**src/rtl/pipe_pkg.sv**
```systemverilog
// Shared definitions for the pipe_reg_hs handshake register slice:
// occupancy/state encodings and default widths.
package pipe_pkg;

   localparam int DATA_W_DEF = 32;
   localparam int CNT_W_DEF  = 16;

   // The encoding doubles as the Occ output, so the values are fixed.
   typedef enum logic [1:0] {
      EMPTY = 2'd0,
      ONE   = 2'd1,
      TWO   = 2'd2
   } pipe_state_e;

endpackage

```
**src/rtl/pipe_sat_cnt.sv**
```systemverilog
// Saturating up-counter; holds at all-ones, cleared only by Rst.
module pipe_sat_cnt
   import pipe_pkg::*;
#(
   parameter int CNT_W = CNT_W_DEF
) (
   input  logic             Clk,
   input  logic             Rst,
   input  logic             Inc,
   output logic [CNT_W-1:0] Cnt
);

   logic [CNT_W-1:0] cnt_q, cnt_d;

   always_comb begin
      cnt_d = cnt_q;
      if (Inc && (cnt_q != {CNT_W{1'b1}})) begin
         cnt_d = cnt_q + CNT_W'(1);
      end
   end

   always_ff @(posedge Clk) begin
      if (Rst) begin
         cnt_q <= '0;
      end else begin
         cnt_q <= cnt_d;
      end
   end

   assign Cnt = cnt_q;

endmodule

```
**src/rtl/pipe_reg_hs.sv**
```systemverilog
// Valid/ready pipeline register with flush, bubble and a saturating stall counter.
// Define PIPE_SKID_EN for the two-entry skid buffer (In_Rdy fully registered);
// otherwise a single entry whose In_Rdy passes Out_Rdy through combinationally.
//
// state | meaning
// EMPTY | nothing held, Out_Vld=0
// ONE   | main register holds the head beat
// TWO   | main holds the head beat, skid holds the next (skid build only)
module pipe_reg_hs
   import pipe_pkg::*;
#(
   parameter int DATA_W = DATA_W_DEF,
   parameter int CNT_W  = CNT_W_DEF
) (
   input  logic              Clk,
   input  logic              Rst,
   input  logic              Flush,
   input  logic              Bubble,
   input  logic              In_Vld,
   output logic              In_Rdy,
   input  logic [DATA_W-1:0] In_Data,
   output logic              Out_Vld,
   input  logic              Out_Rdy,
   output logic [DATA_W-1:0] Out_Data,
   output logic [1:0]        Occ,
   output logic [CNT_W-1:0]  Stall_Cnt
);

   pipe_state_e       state_q, state_d;
   logic [DATA_W-1:0] main_q, main_d;
   logic              accept, fire;
`ifdef PIPE_SKID_EN
   logic [DATA_W-1:0] skid_q, skid_d;
`endif

   assign Out_Vld  = (state_q != EMPTY);
   assign Out_Data = main_q;
   assign Occ      = state_q;

`ifdef PIPE_SKID_EN
   assign In_Rdy = (state_q != TWO) & ~Flush & ~Bubble & ~Rst;
`else
   assign In_Rdy = (~Out_Vld | Out_Rdy) & ~Flush & ~Bubble & ~Rst;
`endif

   assign accept = In_Vld & In_Rdy;
   assign fire   = Out_Vld & Out_Rdy;

   always_comb begin
      state_d = state_q;
      main_d  = main_q;
`ifdef PIPE_SKID_EN
      skid_d  = skid_q;
`endif
      if (Flush) begin
         state_d = EMPTY;
         main_d  = '0;
`ifdef PIPE_SKID_EN
         skid_d  = '0;
`endif
      end else begin
         case (state_q)
            EMPTY: begin
               if (accept) begin
                  state_d = ONE;
                  main_d  = In_Data;
               end
            end
            ONE: begin
`ifdef PIPE_SKID_EN
               if (accept && !fire) begin
                  state_d = TWO;
                  skid_d  = In_Data;
               end else if (accept) begin
                  main_d  = In_Data;
               end else if (fire) begin
                  state_d = EMPTY;
                  main_d  = '0;
               end
`else
               // Accept here implies Out_Rdy, so the head leaves as the new beat lands.
               if (accept) begin
                  main_d  = In_Data;
               end else if (fire) begin
                  state_d = EMPTY;
                  main_d  = '0;
               end
`endif
            end
`ifdef PIPE_SKID_EN
            TWO: begin
               if (fire) begin
                  state_d = ONE;
                  main_d  = skid_q;
                  skid_d  = '0;
               end
            end
`endif
            default: begin
               state_d = EMPTY;
               main_d  = '0;
            end
         endcase
      end
   end

   always_ff @(posedge Clk) begin
      if (Rst) begin
         state_q <= EMPTY;
         main_q  <= '0;
`ifdef PIPE_SKID_EN
         skid_q  <= '0;
`endif
      end else begin
         state_q <= state_d;
         main_q  <= main_d;
`ifdef PIPE_SKID_EN
         skid_q  <= skid_d;
`endif
      end
   end

   pipe_sat_cnt #(
      .CNT_W (CNT_W)
   ) u_stall_cnt (
      .Clk (Clk),
      .Rst (Rst),
      .Inc (Out_Vld & ~Out_Rdy),
      .Cnt (Stall_Cnt)
   );

endmodule

```
**config.mk**
```make
export PLATFORM = sky130hd
export DESIGN_NAME = pipe_reg_hs
export DESIGN_NICKNAME = d
export VERILOG_FILES = /design/src/rtl/pipe_pkg.sv /design/src/rtl/pipe_sat_cnt.sv /design/src/rtl/pipe_reg_hs.sv
export SDC_FILE = /design/constraint.sdc
export NUM_CORES = 1
export LEC_CHECK = 0
export ABC_CLOCK_PERIOD_IN_PS = 5100
export BUFFER_PORTS_ARGS = -buffer_cell sky130_fd_sc_hd__buf_4
export CAP_MARGIN = 20
export CELL_PAD_IN_SITES_DETAIL_PLACEMENT = 0
export CELL_PAD_IN_SITES_GLOBAL_PLACEMENT = 1
export CORE_MARGIN = 2
export CORE_UTILIZATION = 25
export DETAILED_ROUTE_END_ITERATION = 16
export PLACE_DENSITY_LB_ADDON = 0.15
export SETUP_SLACK_MARGIN = 0.2
export SKIP_CTS_REPAIR_TIMING = 1
export SLEW_MARGIN = 20
export SYNTH_ARGS = -nofsm -noshare
export SYNTH_HDL_FRONTEND = slang
export SYNTH_SLANG_ARGS = --single-unit
```
**constraint.sdc**
```tcl
create_clock -name Clk -period 5.1 [get_ports Clk]
set_clock_uncertainty 0.1 [all_clocks]
set_input_delay 0.255 -clock Clk [delete_from_list [all_inputs] [get_ports Clk]]
set_output_delay 0.255 -clock Clk [all_outputs]
set_load 0.02 [all_outputs]
```
* Word level (Yosys, flattened, before mapping)
Index checks and enable logic that the tools add are counted.
** Storage, ports and cells
- Word-level logic and storage cells :: 36
- Flip-flop bits (word level) :: 50
** Operators by class
- Multiplexer cells :: 8
- Reduce and logical (&&, ||, !) cells :: 6
- Eq/ne operators :: 6
- Bitwise gates (word level) :: 12
- Add/sub/neg operators :: 1
** Operators by type and width (count)
- $mux W32 :: 3
- $pmux W32 S2 :: 1
- $add A16 B1 Y16 const B :: 1
- $ne A16 B16 Y1 const B :: 1
- $and A1 B1 Y1 :: 6
- $mux W2 :: 3
- $ne A2 B2 Y1 const B :: 3
- $not A1 Y1 :: 5
- $pmux W2 S2 :: 1
- $ne A3 B3 Y1 const B :: 1
- $reduce_and A3 Y1 :: 1
- $eq A2 B1 Y1 const B :: 1
- $logic_not A2 Y1 :: 1
- $reduce_and A2 Y1 :: 1
- $reduce_bool A2 Y1 :: 1
- $reduce_or A2 Y1 :: 1
- $logic_and A1 B1 Y1 :: 1
- $or A1 B1 Y1 :: 1

* Logic depth before layout (Yosys ltp)
Gate-level depths: netlist of the first run.
- Word-level depth :: 9
- Depth in mapped cells :: 6
- Mapped depth without buffers :: 5

* Cells and area by module
A second synthesis of the first run with hierarchy kept.
** Second synthesis, totals
- Cell total of the unflattened synthesis :: 181
- Area total of the unflattened synthesis :: 1945.6 sq um
** By module, submodules not included
- pipe_reg_hs :: instances 1, cells an instance 82, area each 1097.3 sq um
- pipe_sat_cnt :: instances 1, cells an instance 99, area each 848.3 sq um

* Least setup slack after synthesis of the first run
No wires, ideal clock.
- Path kind :: register -> register
- From :: register state_q[0], in the netlist Occ[0]
- To :: register main_q[0], in the netlist Out_Data[0]
- Required time :: 4.941 ns
- Arrival :: 2.059 ns
- Clock period less this slack :: 2.218 ns
- Setup slack :: 2.882 ns
- Setup time :: 0.059 ns
- Stages on the path, launching flop included :: 7
- Cells stage by stage :: dfxtp_1 > nand2b_1 > nor4b_1 > and2_1 > clkbuf_1 > buf_2 > a22o_1
** Between the ends
- Word-level cells in the longest chain between the ends :: 9
- Elaborated cells between the ends (all ways) :: 15
- Classes of those cells :: eq/ne (3); mux (2); bitwise (7); reduce/logical (3)
** RTL lines
- from (decl) :: RTL line pipe_reg_hs.sv:29 : pipe_state_e state_q, state_d;
- from (signal assigned) :: RTL line pipe_reg_hs.sv:115 : state_q <= state_d;
- $reduce_bool A2 Y1 (*) :: RTL line pipe_reg_hs.sv:36 : assign Out_Vld = (state_q != EMPTY);
- $not A1 Y1 (*) :: RTL line pipe_reg_hs.sv:43 : assign In_Rdy = (~Out_Vld | Out_Rdy) & ~Flush & ~Bubble & ~Rst;
- $or A1 B1 Y1 (*) :: RTL line pipe_reg_hs.sv:43
- $and A1 B1 Y1 (*) (3 in series) :: RTL line pipe_reg_hs.sv:43
- net In_Rdy :: RTL line pipe_reg_hs.sv:20 : output logic In_Rdy,
- $and A1 B1 Y1 (*) :: RTL line pipe_reg_hs.sv:46 : assign accept = In_Vld & In_Rdy;
- $mux W32 (tied with other cells) :: RTL line pipe_reg_hs.sv:82 : if (accept) begin
- $pmux W32 S2 / $reduce_and A2 Y1 (equally long branches)
- to (signal assigned) :: RTL line pipe_reg_hs.sv:116 : main_q <= main_d;
- to (decl) :: RTL line pipe_reg_hs.sv:30 : logic [DATA_W-1:0] main_q, main_d;
The timed path passes the listed nets; every way through them passes the cells marked *.
A chain may end at the register's enable or synchronous reset.

* Worst setup path after layout of the first run
- From :: register state_q[0], in the netlist Occ[0]
- To :: register u_stall_cnt.cnt_q[13], in the netlist u_stall_cnt.Cnt[13]
** Between the ends
- Word-level cells in the longest chain between the ends :: 3
** RTL lines
- $reduce_bool A2 Y1 :: RTL line pipe_reg_hs.sv:36
- $and A1 B1 Y1 :: RTL line pipe_reg_hs.sv:128 : .Inc (Out_Vld & ~Out_Rdy),
- $logic_and A1 B1 Y1 :: RTL line pipe_sat_cnt.sv:17 : if (Inc && (cnt_q != {CNT_W{1'b1}})) begin
- to (signal assigned) :: RTL line pipe_sat_cnt.sv:26 : cnt_q <= cnt_d;
- to (decl) :: RTL line pipe_sat_cnt.sv:13 : logic [CNT_W-1:0] cnt_q, cnt_d;
No other way between the ends.

==> results of run 1 <==
[logic make-up after synthesis]
| logic type | share of synthesized area [%] |
|---|---|
| compound gates | 26.0 |
| fa+ha+maj | 0.666 |
| flops | 52.2 |
| buf+inv | 4.20 |
| simple gates | 16.7 |
| other cells | 0.200 |
[per-stage QoR]
stage / setup WS [ns] / hold WS [ns] / instance area (um2) / std cells / util [%]
after floorplan: 2.88 / 0.233 / 1880 / 181 / -
after global routing: 2.69 / 0.0235 / 2760 / 365 / 38.0
final: 2.90 / 0.0377 / 2760 / 365 / 38.0
after CTS: 2.88 / 0.0278 / 2760 / 365 / 38.0
after detailed placement: 2.89 / 0.365 / 2620 / 357 / 36.2
after global placement: 2.78 / 0.357 / 2620 / 357 / 36.2
[flip-flops by register name (all words and copies together), names as in the netlist]
| name | flops |
|---|---|
| Out_Data | 32 |
| u_stall_cnt.Cnt | 16 |
| Occ | 1 |
[cell usage in the layout, fill, tap and decap left out, drive strengths merged]
cell,count
clkbuf,5
nand2b,2
or3,8
nor4b,2
a211oi,1
nor3,4
buf,90
or4,6
a22o,32
o31ai,7
ha,1
inv,5
a2111oi,1
clkinv,1
nor4,3
nor2,3
nand3b,1
and2,1
a21oi,14
conb,1
dfxtp,49
nand3,4
o311ai,1
a311oi,2
nand4b,1
nand2,5
nand4,4
nor2b,1
bufinv,2
o21ai,5
and4,2
o41ai,2
[power by group through the flow]
stage | Sequential [W] | Combinational [W] | Clock [W]
finish | 0.000392 | 0.0000591 | 0.000328
floorplan | 0.000408 | 0.0000164 | 0
detailed placement | 0.000401 | 0.0000601 | 0
global route | 0.000394 | 0.0000642 | 0.000355
global placement | 0.000402 | 0.0000600 | 0
CTS | 0.000393 | 0.0000599 | 0.000338
[routing by layer]
metal,track usage [%],share of wire [%],wire length (um)
met5,0,0,0
met4,3.85,1.3,69
met3,5.09,7.6,390
met2,19.5,45,2290
met1,16.5,46,2370
[final cells by class]
| type | count | area, um2 |
|---|---|---|
| Fill cell | 769 | 4500 |
| Sequential cell | 49 | 981 |
| Multi-Input combinational cell | 114 | 825 |
| Timing Repair Buffer | 90 | 676 |
| Tap cell | 99 | 124 |
| Clock buffer | 5 | 68.8 |
| Clock inverter | 3 | 65.1 |
| Inverter | 5 | 18.8 |
[path summary, 6_finish.rpt]
kind	from	end	slack (ns)	cells after the start
worst max-delay path	Occ[0]	u_stall_cnt.Cnt[13]	2.90	4
worst min-delay path	Flush	Occ[0]	0.04	2
worst max register to register	Occ[0]	u_stall_cnt.Cnt[13]	2.90	4
worst min register to register	Out_Data[5]	Out_Data[5]	0.38	1
[synth_stat cells]
master / count
dfxtp_1: 49
a22o_1: 32
a21oi_1: 14
clkbuf_1: 8
o31ai_1: 7
or4_1: 6
inv_1: 5
nand2_1: 5
o21ai_0: 5
or3_2: 5
nand3_1: 4
nor3_1: 4
buf_2: 3
nand4_1: 3
nor2_1: 3
nor4_1: 3
a311oi_1: 2
buf_4: 2
nand2b_1: 2
nor4b_1: 2
o41ai_1: 2
or3_1: 2
a2111oi_1: 1
a211oi_1: 1
and2_1: 1
and4_1: 1
and4_2: 1
conb_1: 1
ha_1: 1
nand3b_1: 1
nand4_4: 1
nand4b_1: 1
nor2b_1: 1
o311ai_0: 1
or3_4: 1
[worst max-delay path, cell delays in order (launching register included)]
cell,delay [ns]
dfxtp_1,0.50
nand4b_1,0.46
or3_2,0.59
or3_1,0.35
a21oi_1,0.14
==> reports/metrics.cfg, run 1 <==
[run_status]
status = complete, no violations

[die]
die_h_um = 90.7
io_pins = 90
rows = 31
start_util_pct = 25.9
core_region_area_um2 = 7250
dieArea_um2 = 8220
die_w_um = 90.7

[yosys]
yosysWarnings = 0
ys_seq_area_share_pct = 52.2
yosysTopAreaCell = dfxtp_1
syn_avg_cell_area_um2 = 10.4
yosys_register_bits = 49
synth.net_count = 220
syn-instance-count = 181
synthesis.area_um2 = 1880
yosys.cell_types.count = 35
synth_area_leaders = dfxtp_1 (52%), a22o_1 (15%), a21oi_1 (3.7%)
synth_top_area_share_pct = 52.2

[critical_path]
critPathArrivalTime_ns = 2.34
startpoint_type = register
required_ns = 5.24
path_class = reg -> reg
critPathCaptureType = register
critPathMaxFanout = 12

[sta]
final-setup-viol-count = 0
hold_viol = 0
slew_headroom_pct = 39.6
period_share_pct = 43.2
finalSetupTns_ns = 0
maxSlewViolCount = 0
period_minus_slack_ns = 2.20
timing.fmax_mhz = 454
rsz0062_at_grt = no
worstMarginPinSlew_ns = 0.904

[routing]
drt-total-wl_um = 5120
drtIter0Drc = 83
num_vias = 1743
viasPerCell = 4.78
wl_per_cell_um = 14.0
antenna_left = 0
drcViolationCount = 0
first_pass_iters = 4

[power_and_ir_drop]
switching_share_pct = 21.1
p_switching_w = 0.000164
p_leak_nw = 1.14
power_w = 0.000779
combPwrFrac_pct = 7.6
internal_power_w = 0.000615
power_frac_clock_pct = 42.0
sequentialPowerShare_pct = 50.4
power_density_nw_per_um2 = 283
ir_drop_mv = 0.123

[flow_run]
maxCapViolations = 0

[grt]
gr-total-overflow = 0
grt_pass1_vias = 1748
grt_start_max_net_pins = 33
grt_first_pass_wirelength_um = 8510
antenna_found_initial = 0
grt_usage_pct = 12.7

[placement]
place_hpwl_um = 3630
place_congestion = 0.697
io_buffers = 88

[cts]
cts_sinks = 49
clock_latency_ns = 0.30
numCtsBuffers = 5
clk_pin_slew_worst_paths_ns = 0.09
cts_htree_levels = 2
cts_tree = built
clk_path_buf_depth = 2
cts-root-buf = clkbuf_8

[finish]
drive_above_1_share_pct = 40.6
diodes = 0
syn_to_final_growth_pct = 46.8
nets = 304

[min_path]
hold_class = in -> reg

No activity file was read; power rests on OpenSTA's default activity.
==> inputs of run 2 (changes only) <==
ABC_CLOCK_PERIOD_IN_PS = 2200   (was 5100)
clock period = 2.2 ns   (was 5.1 ns; I/O delays follow)
==> run 2 against run 1 <==
  * Non-clock buffer count grew 38
  * Largest power group unchanged
  * Global-route usage fell by 0.80 points
  * Routed wire length up 9.6%
  * Clock power increased by 64%
  * Core utilization grew 4.7 points
  * Final cell count up 10%
  * Die area did not move
  * Count of clock-buffer cells in the layout rose by 1
  * Sequential power increased by 130%
  * The run now ends with hold timing left
  * Flip-flop and latch count did not move
  * Power rose by 110%
==> reports/metrics.cfg, run 2 (synthesis results as in run 1) <==
[cts]
cts-root-buf = clkbuf_8
clk_pin_slew_worst_paths_ns = 0.10
cts_sinks = 49
numCtsBuffers = 5
cts_tree = built
cts_htree_levels = 2
clk_path_buf_depth = 2
clock_latency_ns = 0.31

[routing]
num_vias = 1911
drtIter0Drc = 103
drcViolationCount = 0
drt-total-wl_um = 5610
antenna_left = 0
viasPerCell = 4.74
first_pass_iters = 4
wl_per_cell_um = 13.9

[sta]
slew_headroom_pct = 62.7
timing.fmax_mhz = 531
maxSlewViolCount = 0
whs_ns = -0.00814
finalSetupTns_ns = 0
period_minus_slack_ns = 1.88
hold_viol = 1
worstMarginPinSlew_ns = 0.554
final-setup-viol-count = 0
rsz0062_at_grt = no
period_share_pct = 85.7

[min_path]
hold_class = in -> reg
holdPathStages = 3

[critical_path]
critPathMaxFanout = 5
r2r_cells = 5
crit_slowest_cell = or4_1
required_ns = 2.34
critPathMaxStageDelay_ns = 0.51
startpoint_type = register
critPathArrivalTime_ns = 2.03
critPathCaptureType = register
path_class = reg -> reg
path_cells = ha_1 -> nand3b_1 -> or3_4 -> or4_1 -> a21oi_1
r2r_slack_ns = 0.32

[grt]
grt_pass1_vias = 1582
grt_first_pass_wirelength_um = 7940
antenna_found_initial = 0
grt_usage_pct = 11.9
grt_start_max_net_pins = 26
gr-total-overflow = 0

[flow_run]
maxCapViolations = 0

[placement]
place_hpwl_um = 3720
io_buffers = 88
place_inst = 362
place_congestion = 0.704

[finish]
drive_above_1_share_pct = 38.2
fillers = 714
nets = 342
layout_commonest_cell = buf_4
diodes = 0
syn_to_final_growth_pct = 65.2
largest_reg_flops = 32
final_cells = 403
final_cell_mix = buf_4 (94), dfxtp_1 (45), dlygate4sd3_1 (33)

[die]
core_region_area_um2 = 7250
io_pins = 90
die_w_um = 90.7
rows = 31
die_h_um = 90.7
start_util_pct = 25.9
dieArea_um2 = 8220

[power_and_ir_drop]
power_density_nw_per_um2 = 529
power_w = 0.00164
ir_drop_mv = 0.231
p_leak_nw = 1.28

[run_status]
violations = hold timing
status = complete, but fails checks

run 2: worst paths after layout:
check                           from                   to
setup / recovery  u_stall_cnt.Cnt[0]  u_stall_cnt.Cnt[10]
setup reg to reg  u_stall_cnt.Cnt[0]  u_stall_cnt.Cnt[10]
hold reg to reg          Out_Data[5]          Out_Data[5]
hold / removal                In_Vld               Occ[0]
run 2: cell type report:
| cell class | instances | area [um2] | share of cell area [%] |
|---|---|---|---|
| tap | 99 | 124 | 3.99 |
| inverter | 5 | 18.8 | 0.605 |
| clock buffer | 6 | 72.6 | 2.34 |
| multi-input combinational | 114 | 830 | 26.7 |
| clock inverter | 2 | 15.0 | 0.484 |
| timing repair buffer | 128 | 1060 | 34.0 |
| sequential | 49 | 986 | 31.8 |
run 2: layer usage:
metal / GRT usage [%] / up-vias / wire (um)
met1: 15.6 / 889 / 2480
met3: 4.59 / 8 / 367
met2: 18.1 / 60 / 2670
li1: - / 954 / -
met4: 3.85 / 0 / 93
met5: 0 / - / 0
run 2: power by group:
part	internal, W	switching (W)	total (W)
logic	0.000115	0.0000768	0.000192
clock network	0.000225	0.000314	0.000538
registers	0.000901	0.00000890	0.000910
total	0.00124	0.000399	0.00164
run 2: metrics by stage:
stage	utilization, %	setup WS (ns)	area [um2]	hold slack, ns
2_1_floorplan	-	0.260	1890	0.0885
3_3_place_gp	37.0	0.321	2680	0.217
3_5_place_dp	37.0	0.294	2680	0.213
4_1_cts	38.2	0.271	2770	-0.123
5_1_grt	42.8	0.210	3100	0.0126
6_report	42.8	0.315	3100	-0.00814
run 2: critical path, delay by kind of cell (launching register included):
kind                     cells  cell delay [ns]
AND/OR/NAND/NOR              3             1.01
flip-flops                   1             0.37
adder cells (fa/ha/maj)      1             0.21
AO/OA/AOI/OAI                1             0.14
==> inputs of run 3 (changes only) <==
MAX_ROUTING_LAYER = met4   (was default)
PLACE_DENSITY_LB_ADDON = 0.08   (was 0.15)
==> run 3 against run 2 <==
  * Die area unchanged
  * Sequential share of layout area about the same
  * Worst hold slack improved by 0.023 ns
  * Largest power group unchanged
  * The run now ends clean
  * Fmax up 1.9%
  * First-iteration DRC count decreased by 47%
  * Critical endpoint unchanged
  * Core utilization increased by 0.16 points
  * Routed wire length fell by 4.7%
  * Global-route usage increased by 1.2 points
==> reports/metrics.cfg, run 3 (synthesis results as in run 1) <==
[flow_run]
maxCapViolations = 0

[routing]
drt-total-wl_um = 5350
first_pass_iters = 4
viasPerCell = 4.59
wl_per_cell_um = 13.2
num_vias = 1853
antenna_left = 0
wl_met1_um = 2570
wl_met2_um = 2340
drcViolationCount = 0
drtIter0Drc = 55
highest_layer = met4
wl_met3_um = 364

[die]
start_util_pct = 25.9
die_h_um = 90.7
rows = 31
io_pins = 90
core_region_area_um2 = 7250
die_w_um = 90.7
dieArea_um2 = 8220

[grt]
grt_pass1_vias = 1664
grt_first_pass_wirelength_um = 8410
antenna_found_initial = 0
gr-total-overflow = 0
grt_usage_pct = 13.1
grt_start_max_net_pins = 22

[finish]
largest_reg_flops = 32
fillers = 715
syn_to_final_growth_pct = 65.8
nets = 343
final_util_pct = 42.9
final_cell_mix = buf_4 (96), dfxtp_1 (43), dlygate4sd3_1 (33)
layout_commonest_cell = buf_4
diodes = 0
final_cells = 404
drive_above_1_share_pct = 39.7

[cts]
numCtsBuffers = 5
cts_sinks = 49
clk_pin_slew_worst_paths_ns = 0.09
cts_tree = built
clk_path_buf_depth = 2
cts_htree_levels = 2
clock_latency_ns = 0.30
cts-root-buf = clkbuf_8

[sta]
maxSlewViolCount = 0
hold_viol = 0
timing.fmax_mhz = 540
worstMarginPinSlew_ns = 0.513
period_share_pct = 84.1
finalSetupTns_ns = 0
rsz0062_at_grt = no
setup_ws_ns = 0.350
period_minus_slack_ns = 1.85
slew_headroom_pct = 65.5
final-setup-viol-count = 0

[power_and_ir_drop]
switching_share_pct = 23.7
internal_power_w = 0.00127
ir_drop_mv = 0.221
power_density_nw_per_um2 = 534
p_switching_w = 0.000394
power_frac_clock_pct = 34.0
sequentialPowerShare_pct = 54.6
p_leak_nw = 1.29
power_w = 0.00166
combPwrFrac_pct = 11.3

[run_status]
status = complete, no violations

[min_path]
hold_class = in -> reg

[critical_path]
critPathMaxFanout = 5
path_class = reg -> reg
required_ns = 2.34
startpoint_type = register
critPathArrivalTime_ns = 1.99
r2r_slack_ns = 0.35
critPathCaptureType = register

[placement]
io_buffers = 88
place_hpwl_um = 3690
place_congestion = 0.717
place_inst = 363
pre_cts_ws_ns = 0.298

==> run 3: through the flow <==
step,area [um2],hold WS (ns)
after floorplan,1890,0.0885
after global placement,2680,0.214
after detailed placement,2680,0.222
after CTS,2770,-0.116
after global routing,3110,0.0151
final,3110,0.0149
==> run 3: final cells by class <==
type | instances | area (um2) | area share (%)
tap | 99 | 124 | 3.98
multi-input combinational | 114 | 832 | 26.7
clock buffer | 6 | 82.6 | 2.65
timing repair buffer | 129 | 1050 | 33.8
sequential | 49 | 991 | 31.8
inverter | 5 | 18.8 | 0.603
clock inverter | 2 | 13.8 | 0.442
==> run 3: critical path, cell delays in order (launching register included) <==
cell and delay [ns]:
dfxtp_4 0.38, ha_2 0.19, nand3b_1 0.11, or3_4 0.37, or4_1 0.50, a21oi_1 0.14
==> run 3: power by group through the flow <==
stage                logic, W  registers [W]  clock network (W)
global route         0.000202       0.000911           0.000646
floorplan           0.0000384       0.000947                  0
global placement     0.000144       0.000930                  0
detailed placement   0.000143       0.000930                  0
CTS                  0.000143       0.000910           0.000607
finish               0.000188       0.000909           0.000566
==> run 3: final timing paths <==
check,from,end,depth (start not counted)
worst min-delay path,In_Vld,Occ[0],3
worst max register to register,u_stall_cnt.Cnt[0],u_stall_cnt.Cnt[10],5
worst max-delay path,u_stall_cnt.Cnt[0],u_stall_cnt.Cnt[10],5
worst min register to register,Out_Data[15],Out_Data[15],1
==> run 3: layer usage <==
metal  up-vias  GRT usage, %
met5         -             -
met4         0          4.23
met3         8          4.59
met2        60          18.2
met1       841          17.7
li1        944             -
